**src/rtl/mw_countdown_timer_pkg.sv**
```systemverilog
// Shared encodings and BCD limits for the microwave cook-time countdown.
package mw_countdown_timer_pkg;

  typedef enum logic [1:0] {
    ST_IDLE  = 2'd0,
    ST_RUN   = 2'd1,
    ST_PAUSE = 2'd2,
    ST_DONE  = 2'd3
  } state_e;

  localparam logic [3:0] BCD_MAX_ONES = 4'd9;
  localparam logic [3:0] BCD_MAX_TENS = 4'd5;

  function automatic logic [3:0] bcd_clamp(input logic [3:0] d, input logic [3:0] lim);
    return (d > lim) ? lim : d;
  endfunction

endpackage

```
**src/rtl/mw_countdown_timer_bcd_digit_dn.sv**
```systemverilog
// One BCD down-counting digit: wraps 0 -> max_val on en and flags a borrow to the next digit.
module mw_countdown_timer_bcd_digit_dn (
  input  logic       clk,
  input  logic       rst_n,
  input  logic       en,
  input  logic [3:0] max_val,
  input  logic       load,
  input  logic [3:0] load_val,
  output logic [3:0] digit,
  output logic       borrow_out
);

  logic [3:0] digit_q, digit_d;

  always_comb begin
    digit_d = digit_q;
    if (load) begin
      digit_d = load_val;
    end else if (en) begin
      digit_d = (digit_q == 4'd0) ? max_val : digit_q - 4'd1;
    end
  end

  always_ff @(posedge clk or negedge rst_n) begin
    if (!rst_n) begin
      digit_q <= 4'd0;
    end else begin
      digit_q <= digit_d;
    end
  end

  assign digit      = digit_q;
  assign borrow_out = en && (digit_q == 4'd0);

endmodule

```
**src/rtl/mw_countdown_timer.sv**
```systemverilog
// MM:SS BCD cook-time countdown: one highest-priority command per cycle (clear > load > stop > start > tick).
// Count and done update one edge after the command; running/zero decode directly from registers.
module mw_countdown_timer
  import mw_countdown_timer_pkg::*;
(
  input  logic       clk,
  input  logic       rst_n,
  input  logic       tick,
  input  logic       load,
  input  logic [7:0] load_mm,
  input  logic [7:0] load_ss,
  input  logic       start,
  input  logic       stop,
  input  logic       clear,
  output logic [7:0] mm,
  output logic [7:0] ss,
  output logic       running,
  output logic       zero,
  output logic       done
);

  state_e      state_q, state_d;
  logic        done_q, done_d;
  logic        dec_en;
  logic        dig_ld;
  logic [15:0] dig_ld_val;
  logic [15:0] load_san;
  logic [3:0]  ss1, ss10, mm1, mm10;
  logic        b_ss1, b_ss10, b_mm1, borrow_unused;
  logic        zero_w, one_left;

  assign load_san = {bcd_clamp(load_mm[7:4], BCD_MAX_ONES),
                     bcd_clamp(load_mm[3:0], BCD_MAX_ONES),
                     bcd_clamp(load_ss[7:4], BCD_MAX_TENS),
                     bcd_clamp(load_ss[3:0], BCD_MAX_ONES)};

  assign zero_w   = ({mm10, mm1, ss10, ss1} == 16'h0000);
  assign one_left = ({mm10, mm1, ss10, ss1} == 16'h0001);

  // Only the highest-priority asserted command acts; lower ones in the same cycle are dropped,
  // even when the winning command is itself ignored in the current state.
  always_comb begin
    state_d    = state_q;
    done_d     = 1'b0;
    dec_en     = 1'b0;
    dig_ld     = 1'b0;
    dig_ld_val = load_san;
    if (clear) begin
      state_d    = ST_IDLE;
      dig_ld     = 1'b1;
      dig_ld_val = 16'h0000;
    end else if (load) begin
      if (state_q != ST_RUN) begin
        state_d = ST_IDLE;
        dig_ld  = 1'b1;
      end
    end else if (stop) begin
      if (state_q == ST_RUN) state_d = ST_PAUSE;
    end else if (start) begin
      if ((state_q == ST_IDLE || state_q == ST_PAUSE) && !zero_w) state_d = ST_RUN;
    end else if (tick && state_q == ST_RUN && !zero_w) begin
      dec_en = 1'b1;
      if (one_left) begin
        state_d = ST_DONE;
        done_d  = 1'b1;
      end
    end
  end

  always_ff @(posedge clk or negedge rst_n) begin
    if (!rst_n) begin
      state_q <= ST_IDLE;
      done_q  <= 1'b0;
    end else begin
      state_q <= state_d;
      done_q  <= done_d;
    end
  end

  mw_countdown_timer_bcd_digit_dn u_ss1 (
    .clk(clk), .rst_n(rst_n), .en(dec_en), .max_val(BCD_MAX_ONES),
    .load(dig_ld), .load_val(dig_ld_val[3:0]), .digit(ss1), .borrow_out(b_ss1)
  );

  mw_countdown_timer_bcd_digit_dn u_ss10 (
    .clk(clk), .rst_n(rst_n), .en(b_ss1), .max_val(BCD_MAX_TENS),
    .load(dig_ld), .load_val(dig_ld_val[7:4]), .digit(ss10), .borrow_out(b_ss10)
  );

  mw_countdown_timer_bcd_digit_dn u_mm1 (
    .clk(clk), .rst_n(rst_n), .en(b_ss10), .max_val(BCD_MAX_ONES),
    .load(dig_ld), .load_val(dig_ld_val[11:8]), .digit(mm1), .borrow_out(b_mm1)
  );

  // The count never decrements from 00:00, so the top digit never borrows.
  mw_countdown_timer_bcd_digit_dn u_mm10 (
    .clk(clk), .rst_n(rst_n), .en(b_mm1), .max_val(BCD_MAX_ONES),
    .load(dig_ld), .load_val(dig_ld_val[15:12]), .digit(mm10), .borrow_out(borrow_unused)
  );

  assign mm      = {mm10, mm1};
  assign ss      = {ss10, ss1};
  assign running = (state_q == ST_RUN);
  assign zero    = zero_w;
  assign done    = done_q;

endmodule

```
**config.mk**
```make
export PLATFORM = sky130hd
export DESIGN_NAME = mw_countdown_timer
export DESIGN_NICKNAME = d
export VERILOG_FILES = /design/src/rtl/mw_countdown_timer_pkg.sv /design/src/rtl/mw_countdown_timer_bcd_digit_dn.sv /design/src/rtl/mw_countdown_timer.sv
export SDC_FILE = /design/constraint.sdc
export NUM_CORES = 1
export LEC_CHECK = 0
export CAP_MARGIN = 20
export CORE_ASPECT_RATIO = 0.9
export CORE_MARGIN = 5
export CORE_UTILIZATION = 50
export CTS_BUF_LIST = sky130_fd_sc_hd__clkbuf_16
export CTS_CLUSTER_SIZE = 14
export DETAILED_ROUTE_END_ITERATION = 7
export GPL_TIMING_DRIVEN = 0
export HOLD_SLACK_MARGIN = 0.1
export PLACE_DENSITY = 0.82
export SKIP_CTS_REPAIR_TIMING = 1
export SYNTH_ARGS = -nofsm -noshare
export SYNTH_HDL_FRONTEND = slang
export SYNTH_SLANG_ARGS = --single-unit
```
**constraint.sdc**
```tcl
create_clock -name clk -period 3.26 [get_ports clk]
set_clock_uncertainty 0.2 [all_clocks]
set_input_delay 0.652 -clock clk [delete_from_list [all_inputs] [get_ports clk]]
set_output_delay 0.652 -clock clk [all_outputs]
set_load 0.02 [all_outputs]
```
==> results of run 1 <==
-- state kept, by name, indices dropped and copies added (netlist names) --
| name | cells |
|---|---|
| u_ss1.digit | 4 |
| state_q | 2 |
| u_mm1.digit | 4 |
| u_mm10.digit | 4 |
| u_ss10.digit | 4 |
| done | 1 |
-- per-layer routing --
layer	wire length (um)	GRT usage, %
met2	2030	36.9
met4	16	7.23
met3	268	6.07
met1	1820	28.8
met5	0	0
-- cells in the final DEF, fill, tap and decap left out, drive strengths merged, types with 4 or more instances in the layout --
| master | instances |
|---|---|
| nand3 | 7 |
| nor4 | 7 |
| nor2b | 4 |
| o21ai | 11 |
| inv | 6 |
| clkbuf | 5 |
| a211oi | 4 |
| o211ai | 4 |
| nand2 | 6 |
| nand4 | 5 |
| nor2 | 10 |
| clkdlybuf4s50 | 40 |
| or4 | 5 |
| nand3b | 5 |
| nor3 | 8 |
| dfrtp | 19 |
-- worst max-delay path, cell delays in order (launching register included) --
cell             delay (ps)
dfrtp_1                 430
nor4_2                  500
and4_1                  260
buf_2                   200
clkdlybuf4s50_1         640
-- cell families after synthesis --
kind of cell	Yosys count	share of synthesized area, %
and+or+nand+nor	75	37.6
AOI/OAI and AO/OA	42	23.1
DFF	19	35.2
buffers and inverters	11	3.34
muxes	1	0.741
-- final timing paths --
check | endpoint | depth (start not counted) | slack, ps
max in group asynchronous | state_q[0]$_DFFE_PN0P_ | 1 | 1580
setup reg to reg | state_q[1]$_DFFE_PN0P_ | 5 | 1000
min in group asynchronous | u_ss10.digit[1]$_DFFE_PN0P_ | 1 | 720
setup / recovery | zero | 4 | 130
hold / removal | u_mm10.digit[2]$_DFFE_PN0P_ | 2 | 430
hold reg to reg | u_mm10.digit[2]$_DFFE_PN0P_ | 2 | 430
-- power by group through the flow --
| stage | registers, mW | clock network, mW | logic, mW |
|---|---|---|---|
| after detailed placement | 0.282 | 0 | 0.199 |
| final | 0.280 | 0.258 | 0.203 |
| after floorplan | 0.294 | 0 | 0.0936 |
| after CTS | 0.278 | 0.258 | 0.201 |
| after global routing | 0.283 | 0.271 | 0.218 |
| after global placement | 0.280 | 0 | 0.195 |
-- area by class of cell --
| type | instances | area (um^2) |
|---|---|---|
| Clock buffer | 3 | 75.1 |
| Sequential cell | 19 | 475 |
| Inverter | 6 | 22.5 |
| Buffer | 5 | 22.5 |
| Multi-Input combinational cell | 118 | 836 |
| Clock inverter | 1 | 5.00 |
| Tap cell | 28 | 35.0 |
| Fill cell | 196 | 638 |
| Timing Repair Buffer | 40 | 400 |
-- through the flow --
step           hold slack, ps  std cells  total power, mW  setup WS, ps  utilization [%]
2_1_floorplan             156        148            0.387          1030                -
3_3_place_gp              406        216            0.475           384             71.1
3_5_place_dp              420        216            0.481           357             71.1
4_1_cts                   437        220            0.737          97.9             74.3
5_1_grt                   467        220            0.771          27.2             74.6
6_report                  434        220            0.740           132             74.6
==> results.json, run 1 <==
{
  "status": "complete, no violations",
  "slew_violations": 0,
  "drc": 0,
  "final_area_um2": 1870,
  "place.gp.congestion": 0.892,
  "grt_pass1_vias": 1412,
  "holdCritStartpoint": "u_mm10.digit[2]$_DFFE_PN0P_",
  "synth.most_common_cell": "dfrtp_1",
  "ys_ff_latch": 19,
  "worst-path-max-fanout": 9,
  "p_comb_share_pct": 27.3,
  "ys_types": 48,
  "placed_area_um2": 1790,
  "cts_buffers": 3,
  "synth_area_leader_cell": "dfrtp_1",
  "seq_area_frac_synth_pct": 35.2,
  "yosysWarnings": 0,
  "swShare_pct": 30.9,
  "setup_viol": 0,
  "tightest_slew_ps": 915,
  "fp-row-count": 17,
  "powerDensity_nw_per_um2": 396,
  "hold_class": "flip-flop to flip-flop",
  "diodes": 0,
  "port_buffers": 40,
  "avgRoutedWirePerCell_um": 18.8,
  "io_pins": 42,
  "grt_pass1_wl_um": 6840,
  "cts_tree": "done",
  "die_w_um": 64.8,
  "cap_violations": 0,
  "slew_headroom_pct": 38.8,
  "cts_sinks": 19,
  "synth_area_leaders": "dfrtp_1 35%, o21ai_0 3.7%, nor4_4 3.2%",
  "ctsRootBufferMaster": "clkbuf_16",
  "worstSetupStartpoint": "u_mm10.digit[0]$_DFFE_PN0P_",
  "dieArea_um2": 3840,
  "antenna_left": 0,
  "synth_area_per_cell_um2": 9.12,
  "synth-edff-count": 0,
  "crit_type": "flip-flop to output pin",
  "synth_area_um2": 1350,
  "coreArea_um2": 2510,
  "max_freq_ghz": 0.320,
  "clkPwrFrac_pct": 34.9,
  "drive_above_1_share_pct": 10.9,
  "power.leakage_nw": 0.727,
  "grt_max_degree": 20,
  "syn_nets": 171,
  "dr.first_iter.drc_count": 104,
  "clk_pin_slew_worst_paths_ps": 60,
  "synth_top_area_share_pct": 35.2,
  "antenna_found_initial": 0,
  "rsz0062_at_grt": "no",
  "clk_latency_ps": 250,
  "p_sw_uw": 229,
  "syn2layout_area_growth_pct": 38.6,
  "critPathLaunchType": "flip-flop",
  "vias_per_cell": 6.50,
  "async_flop_share_pct": 100,
  "htree_num_levels": 1,
  "critPathCaptureType": "output pin",
  "hpwl_um": 3040,
  "drt-total-wl_um": 4130,
  "start_util_pct": 53.8,
  "worstPathArrival_ps": 2280,
  "timing.final.crit_share_pct": 96.0,
  "p_seq_share_pct": 37.8,
  "finalSetupTns_ps": 0,
  "cp.required_ps": 2410,
  "first_pass_iters": 4,
  "synth_top_cells_by_count": "19 x dfrtp_1, 10 x nor2_1, 10 x o21ai_0",
  "die_h_um": 59.3,
  "clock_path_buffers": 2,
  "nNetsFinal": 216,
  "r2r_start": "state_q[1]$_DFFE_PN0P_",
  "finalHoldViolations": 0,
  "synthFlopType": "dfrtp_1",
  "period_minus_slack_ps": 3130,
  "ir_drop_mv": 0.293,
  "grt_overflow": 0,
  "p_int_uw": 512,
  "via_count": 1429,
  "syn_inst": 148,
  "grt_usage_pct": 22.5
}
Note: power is estimated with default switching activity, not from simulation.
==> inputs of run 2 (changes only) <==
==> constraint.sdc (replaced) <==
create_clock -name clk -period 3.26 [get_ports clk]
set_clock_uncertainty 0.2 [all_clocks]
set_input_delay 0.652 -clock clk [delete_from_list [all_inputs] [get_ports clk]]
set_output_delay 0.652 -clock clk [all_outputs]
set_load 0.1 [all_outputs]
==> run 2 against run 1 <==
Non-clock buffer count stayed put. Hold slack hardly changed. Sequential share of layout area is 0.15 points higher. Fmax is 0.77% lower. Count of clock-buffer cells in the layout stayed put. Clock power hardly changed. Global-route usage stayed put. Setup slack worse by 24 ps. Critical path depth is 1 lower. Critical endpoint is now running.
==> results.json, run 2 (synthesized netlist as in run 1, its figures left out) <==
{
  "status": "complete, no violations",
  "worst-path-max-fanout": 6,
  "final_util_pct": 74.1,
  "via_count": 1442,
  "port_buffers": 40,
  "worstPathArrival_ps": 2300,
  "ctsRootBufferMaster": "clkbuf_16",
  "setup_viol": 0,
  "cp.required_ps": 2410,
  "critPathLaunchType": "flip-flop",
  "io_pins": 42,
  "drc": 0,
  "use_met3_pct": 6.07,
  "die_h_um": 59.3,
  "dp.cells": 216,
  "powerDensity_nw_per_um2": 447,
  "place_ws_ps": -150,
  "coreArea_um2": 2510,
  "finalSetupTns_ps": 0,
  "critPathCaptureType": "output pin",
  "clk_pin_slew_worst_paths_ps": 60,
  "critPathBufInv": 2,
  "grt_max_degree": 20,
  "grt_use_met1_pct": 28.8,
  "drive_above_1_share_pct": 10.9,
  "grt_overflow": 0,
  "grt_usage_pct": 22.5,
  "cap_violations": 0,
  "finalHoldViolations": 0,
  "use_met2_pct": 36.9,
  "max_freq_ghz": 0.317,
  "antenna_left": 0,
  "slew_violations": 0,
  "most-common-layout-cells": "39 x clkdlybuf4s50_1, 19 x dfrtp_1, 10 x nor2_1, 10 x o21ai_0, 7 x nor3_1",
  "final_common_cell": "clkdlybuf4s50_1",
  "die_w_um": 64.8,
  "slowest_delay_ps": 1170,
  "holdWs_ps": 433,
  "grt_pass1_vias": 1412,
  "fp-row-count": 17,
  "cts_buffers": 3,
  "crit_slowest_cell": "clkdlybuf4s50_1",
  "grt_pass1_wl_um": 6840,
  "nNetsFinal": 216,
  "tightest_slew_ps": 971,
  "start_util_pct": 53.8,
  "cts_sinks": 19,
  "timing.final.crit_share_pct": 96.7,
  "hold_class": "flip-flop to flip-flop",
  "antenna_found_initial": 0,
  "instances_no_fill": 220,
  "crit_family": "buffers and inverters",
  "ir_drop_mv": 0.318,
  "first_pass_iters": 4,
  "dieArea_um2": 3840,
  "grt_busiest_layer": "met2",
  "clk_latency_ps": 250,
  "diodes": 0,
  "avgRoutedWirePerCell_um": 18.5,
  "hpwl_um": 3040,
  "slew_headroom_pct": 35.1,
  "syn2layout_area_growth_pct": 37.8,
  "period_minus_slack_ps": 3150,
  "drt-total-wl_um": 4070,
  "htree_num_levels": 1,
  "clock_path_buffers": 2,
  "power.leakage_nw": 0.727,
  "final.setup.worst_slack_ps": 107,
  "crit_type": "flip-flop to output pin",
  "rsz0062_at_grt": "no",
  "dr.first_iter.drc_count": 97,
  "path_cells": "nand2b_1 -> inv_1 -> clkdlybuf4s50_1",
  "vias_per_cell": 6.55,
  "cts_tree": "done",
  "place.gp.congestion": 0.892
}
[run 2: cell types whose count changed in the layout (fill, tap and decap cells not counted), sizes merged]
cell           change
clkbuf             +1
clkdlybuf4s50      -1
[run 2: per-layer routing]
layer  vias to the layer above  wire (um)
met5                         -          0
met1                       689       1720
met3                         2        330
met4                         0         16
li1                        685          -
met2                        66       2000
[run 2: report_power, final]
| group | leakage, nW | total, mW | switching (mW) | internal [mW] |
|---|---|---|---|---|
| Combinational | 0.432 | 0.296 | 0.201 | 0.0943 |
| Clock | 0.0409 | 0.258 | 0.0933 | 0.165 |
| Sequential | 0.254 | 0.279 | 0.0280 | 0.251 |
| Total | 0.727 | 0.832 | 0.323 | 0.510 |
[run 2: final timing paths]
kind                                             start  slack, ps  cells after the start                          end
setup reg to reg                state_q[1]$_DFFE_PN0P_       1000                      5       state_q[1]$_DFFE_PN0P_
min in group asynchronous                        rst_n        720                      1  u_ss10.digit[1]$_DFFE_PN0P_
hold / removal             u_mm10.digit[2]$_DFFE_PN0P_        430                      2  u_mm10.digit[2]$_DFFE_PN0P_
hold reg to reg            u_mm10.digit[2]$_DFFE_PN0P_        430                      2  u_mm10.digit[2]$_DFFE_PN0P_
setup / recovery                state_q[1]$_DFFE_PN0P_        110                      3                      running
max in group asynchronous                        rst_n       1580                      1       state_q[0]$_DFFE_PN0P_
[run 2: area by class of cell]
type,instances,area [um^2]
timing repair buffer,40,395
fill,200,649
buffer,5,22.5
inverter,6,22.5
clock buffer,3,75.1
clock inverter,1,5.00
tap,28,35.0
sequential,19,475
multi-input combinational,118,830
[run 2: worst register-to-register path: stages, from the launching register on]
cell      delay (ps)
dfrtp_1          420
nand2b_1         250
a21oi_1          460
clkbuf_1         450
o21ai_0          170
a32oi_1          220
[run 2: per-stage QoR]
stage / instance area (um^2) / total power [mW]
after floorplan: 1350 / 0.482
after global placement: 1790 / 0.571
after detailed placement: 1790 / 0.577
after CTS: 1870 / 0.833
after global routing: 1860 / 0.864
final: 1860 / 0.832
==> inputs of run 3 (changes only) <==
--- a/config.mk
+++ b/config.mk
@@ -5,7 +5,7 @@
 export SDC_FILE = /design/constraint.sdc
 export NUM_CORES = 1
 export LEC_CHECK = 0
-export CAP_MARGIN = 20
+export ABC_AREA = 1
 export CORE_ASPECT_RATIO = 0.9
 export CORE_MARGIN = 5
 export CORE_UTILIZATION = 50
@@ -15,7 +15,6 @@
 export GPL_TIMING_DRIVEN = 0
 export HOLD_SLACK_MARGIN = 0.1
 export PLACE_DENSITY = 0.82
-export SKIP_CTS_REPAIR_TIMING = 1
 export SYNTH_ARGS = -nofsm -noshare
 export SYNTH_HDL_FRONTEND = slang
 export SYNTH_SLANG_ARGS = --single-unit
==> run 3 against run 2 <==
Non-clock buffer count is 1 lower. Die area up 0.62%. Cell area grew 1.4%. Synthesized cell count up 36%. Utilization shrank 3.7 points. Sequential cell count unchanged. Count of clock-buffer cells in the layout stayed put. Setup slack improved by 140 ps. Fmax rose by 4.8%. Global-route usage is 4.6 points lower. Total power is 31% higher. First-iteration DRC count shrank 37%. Critical path type unchanged. Highest routed layer unchanged.
==> results.json, run 3 <==
{
  "synth_top_area_share_pct": 35.0,
  "drt-total-wl_um": 3160,
  "dr.first_iter.drc_count": 61,
  "ir_drop_mv": 0.352,
  "grt_overflow": 0,
  "clk_pin_slew_worst_paths_ps": 60,
  "synth_top_cells_by_count": "59 x nand2_1, 23 x inv_1, 19 x dfrtp_1, 19 x o21ai_0, 18 x nor2_1",
  "syn_inst": 202,
  "grt_pass1_wl_um": 5420,
  "most-common-layout-cells": "59 x nand2_1, 40 x clkdlybuf4s50_1, 23 x inv_1",
  "drc": 0,
  "antenna_found_initial": 0,
  "synth_area_um2": 1360,
  "synthFlopType": "dfrtp_1",
  "finalSetupTns_ps": 0,
  "cap_violations": 0,
  "cp.required_ps": 2410,
  "die_h_um": 59.5,
  "synth_top_family_by_area": "simple AND/OR/NAND/NOR gates",
  "powerDensity_nw_per_um2": 576,
  "period_minus_slack_ps": 3010,
  "cts_tree": "done",
  "cts_sinks": 19,
  "cts_buffers": 3,
  "crit_slowest_cell": "dlygate4sd2_1",
  "avgRoutedWirePerCell_um": 11.4,
  "final_util_pct": 70.4,
  "slowest_delay_ps": 850,
  "htree_num_levels": 1,
  "path_cells": "nor2_1 -> nand2_1 -> nor2_4 -> nand2_2 -> inv_1 -> dlygate4sd2_1",
  "ys_types": 26,
  "ys_ff_latch": 19,
  "yosysWarnings": 0,
  "synth_area_leader_cell": "dfrtp_1",
  "place_ws_ps": 257,
  "start_util_pct": 50.7,
  "status": "complete, no violations",
  "io_pins": 42,
  "nNetsFinal": 271,
  "crit_type": "flip-flop to output pin",
  "hpwl_um": 2490,
  "power.leakage_nw": 0.949,
  "worstPathArrival_ps": 2160,
  "instances_no_fill": 277,
  "coreArea_um2": 2680,
  "clock_path_buffers": 2,
  "seq_area_frac_synth_pct": 35.0,
  "drive_above_1_share_pct": 13.0,
  "grt_usage_pct": 17.8,
  "grt_use_met1_pct": 24.0,
  "tightest_slew_ps": 986,
  "clk_latency_ps": 250,
  "place.gp.congestion": 0.873,
  "dp.cells": 273,
  "synth_area_leaders": "dfrtp_1 35%, nand2_1 16%, o21ai_0 7.0%",
  "synth_xor_area_share_pct": 0.644,
  "slew_violations": 0,
  "timing.final.crit_share_pct": 92.3,
  "rsz0062_at_grt": "no",
  "muxShareOfSynthArea_pct": 0,
  "synth-edff-count": 0,
  "setup_viol": 0,
  "async_flop_share_pct": 100,
  "hold_class": "flip-flop to flip-flop",
  "antenna_left": 0,
  "use_met2_pct": 29.7,
  "dieArea_um2": 3860,
  "synth_area_per_cell_um2": 6.73,
  "via_count": 1388,
  "first_pass_iters": 4,
  "worst-path-max-fanout": 5,
  "grt_pass1_vias": 1277,
  "syn2layout_area_growth_pct": 38.7,
  "synth.most_common_cell": "nand2_1",
  "final.setup.worst_slack_ps": 250,
  "vias_per_cell": 5.01,
  "final_common_cell": "nand2_1",
  "postCtsHoldBufs": 0,
  "slew_headroom_pct": 34.0,
  "diodes": 0,
  "synthAdderAreaFrac_pct": 0,
  "critPathCaptureType": "output pin",
  "use_met3_pct": 3.61,
  "max_freq_ghz": 0.332,
  "holdWs_ps": 276,
  "syn_nets": 225,
  "critPathLaunchType": "flip-flop",
  "synth_compound_area_share_pct": 15.2,
  "port_buffers": 41,
  "synth-simple-area-share_pct": 39.3,
  "fp-row-count": 18,
  "grt_max_degree": 20,
  "die_w_um": 65.0,
  "grt_busiest_layer": "met2",
  "finalHoldViolations": 0,
  "ctsRootBufferMaster": "clkbuf_16"
}
-- run 3: changes by cell type after synthesis, moves of 6 or more --
| cell | delta |
|---|---|
| nor3_1 | -6 |
| o21ai_1 | +8 |
| o21ai_0 | +9 |
| inv_2 | +6 |
| nand3_1 | +8 |
| nand2_1 | +53 |
| nor2_1 | +8 |
| nand2_2 | +7 |
| inv_1 | +17 |
-- run 3: worst max-delay path, delay by kind of cell (launching register included) --
family        cells  cell delay [ps]
simple gates      4              580
buf+inv           2              910
flops             1              420
-- run 3: logic make-up after synthesis --
kind of cell	Yosys count
simple gates	112
flops	19
compound gates	38
buf+inv	32
xor+xnor	1
-- run 3: per-layer routing --
metal	share of wire, %	wire length [um]
met2	48	1510
met1	48	1510
met5	0	0
met3	3.9	124
met4	0.54	17
-- run 3: path summary, 6_finish.rpt --
path | startpoint | to | slack (ps) | depth (start not counted)
worst max-delay path | u_ss1.digit[0]$_DFFE_PN0P_ | zero | 250 | 6
min in group asynchronous | rst_n | u_ss1.digit[0]$_DFFE_PN0P_ | 680 | 1
worst max register to register | u_ss1.digit[0]$_DFFE_PN0P_ | u_ss1.digit[3]$_DFFE_PN0P_ | 1560 | 8
worst min-delay path | state_q[1]$_DFFE_PN0P_ | state_q[1]$_DFFE_PN0P_ | 280 | 2
max in group asynchronous | rst_n | u_ss1.digit[1]$_DFFE_PN0P_ | 1670 | 1
worst min register to register | state_q[1]$_DFFE_PN0P_ | state_q[1]$_DFFE_PN0P_ | 280 | 2
-- run 3: cell type report --
class	count	area (um^2)
fill	231	793
buffer	3	26.3
sequential	19	475
multi-input combinational	151	749
clock buffer	3	75.1
timing repair buffer	41	409
inverter	29	109
tap	30	37.5
clock inverter	1	5.00
-- run 3: metrics by stage --
step | power, mW | instance area, um^2
2_1_floorplan | 0.707 | 1360
3_3_place_gp | 0.839 | 1810
3_5_place_dp | 0.842 | 1810
4_1_cts | 1.09 | 1890
5_1_grt | 1.15 | 1890
6_report | 1.09 | 1890
-- run 3: power by group --
group	switching, mW	internal (mW)
Sequential	0.0392	0.267
Combinational	0.388	0.145
Clock	0.0839	0.164
Total	0.511	0.576
-- run 3: timing repair --
action | in CTS | in global routing
buffers inserted | 0 | 0
setup endpoints to repair | 1 | 0
gates resized for setup | 1 | 0
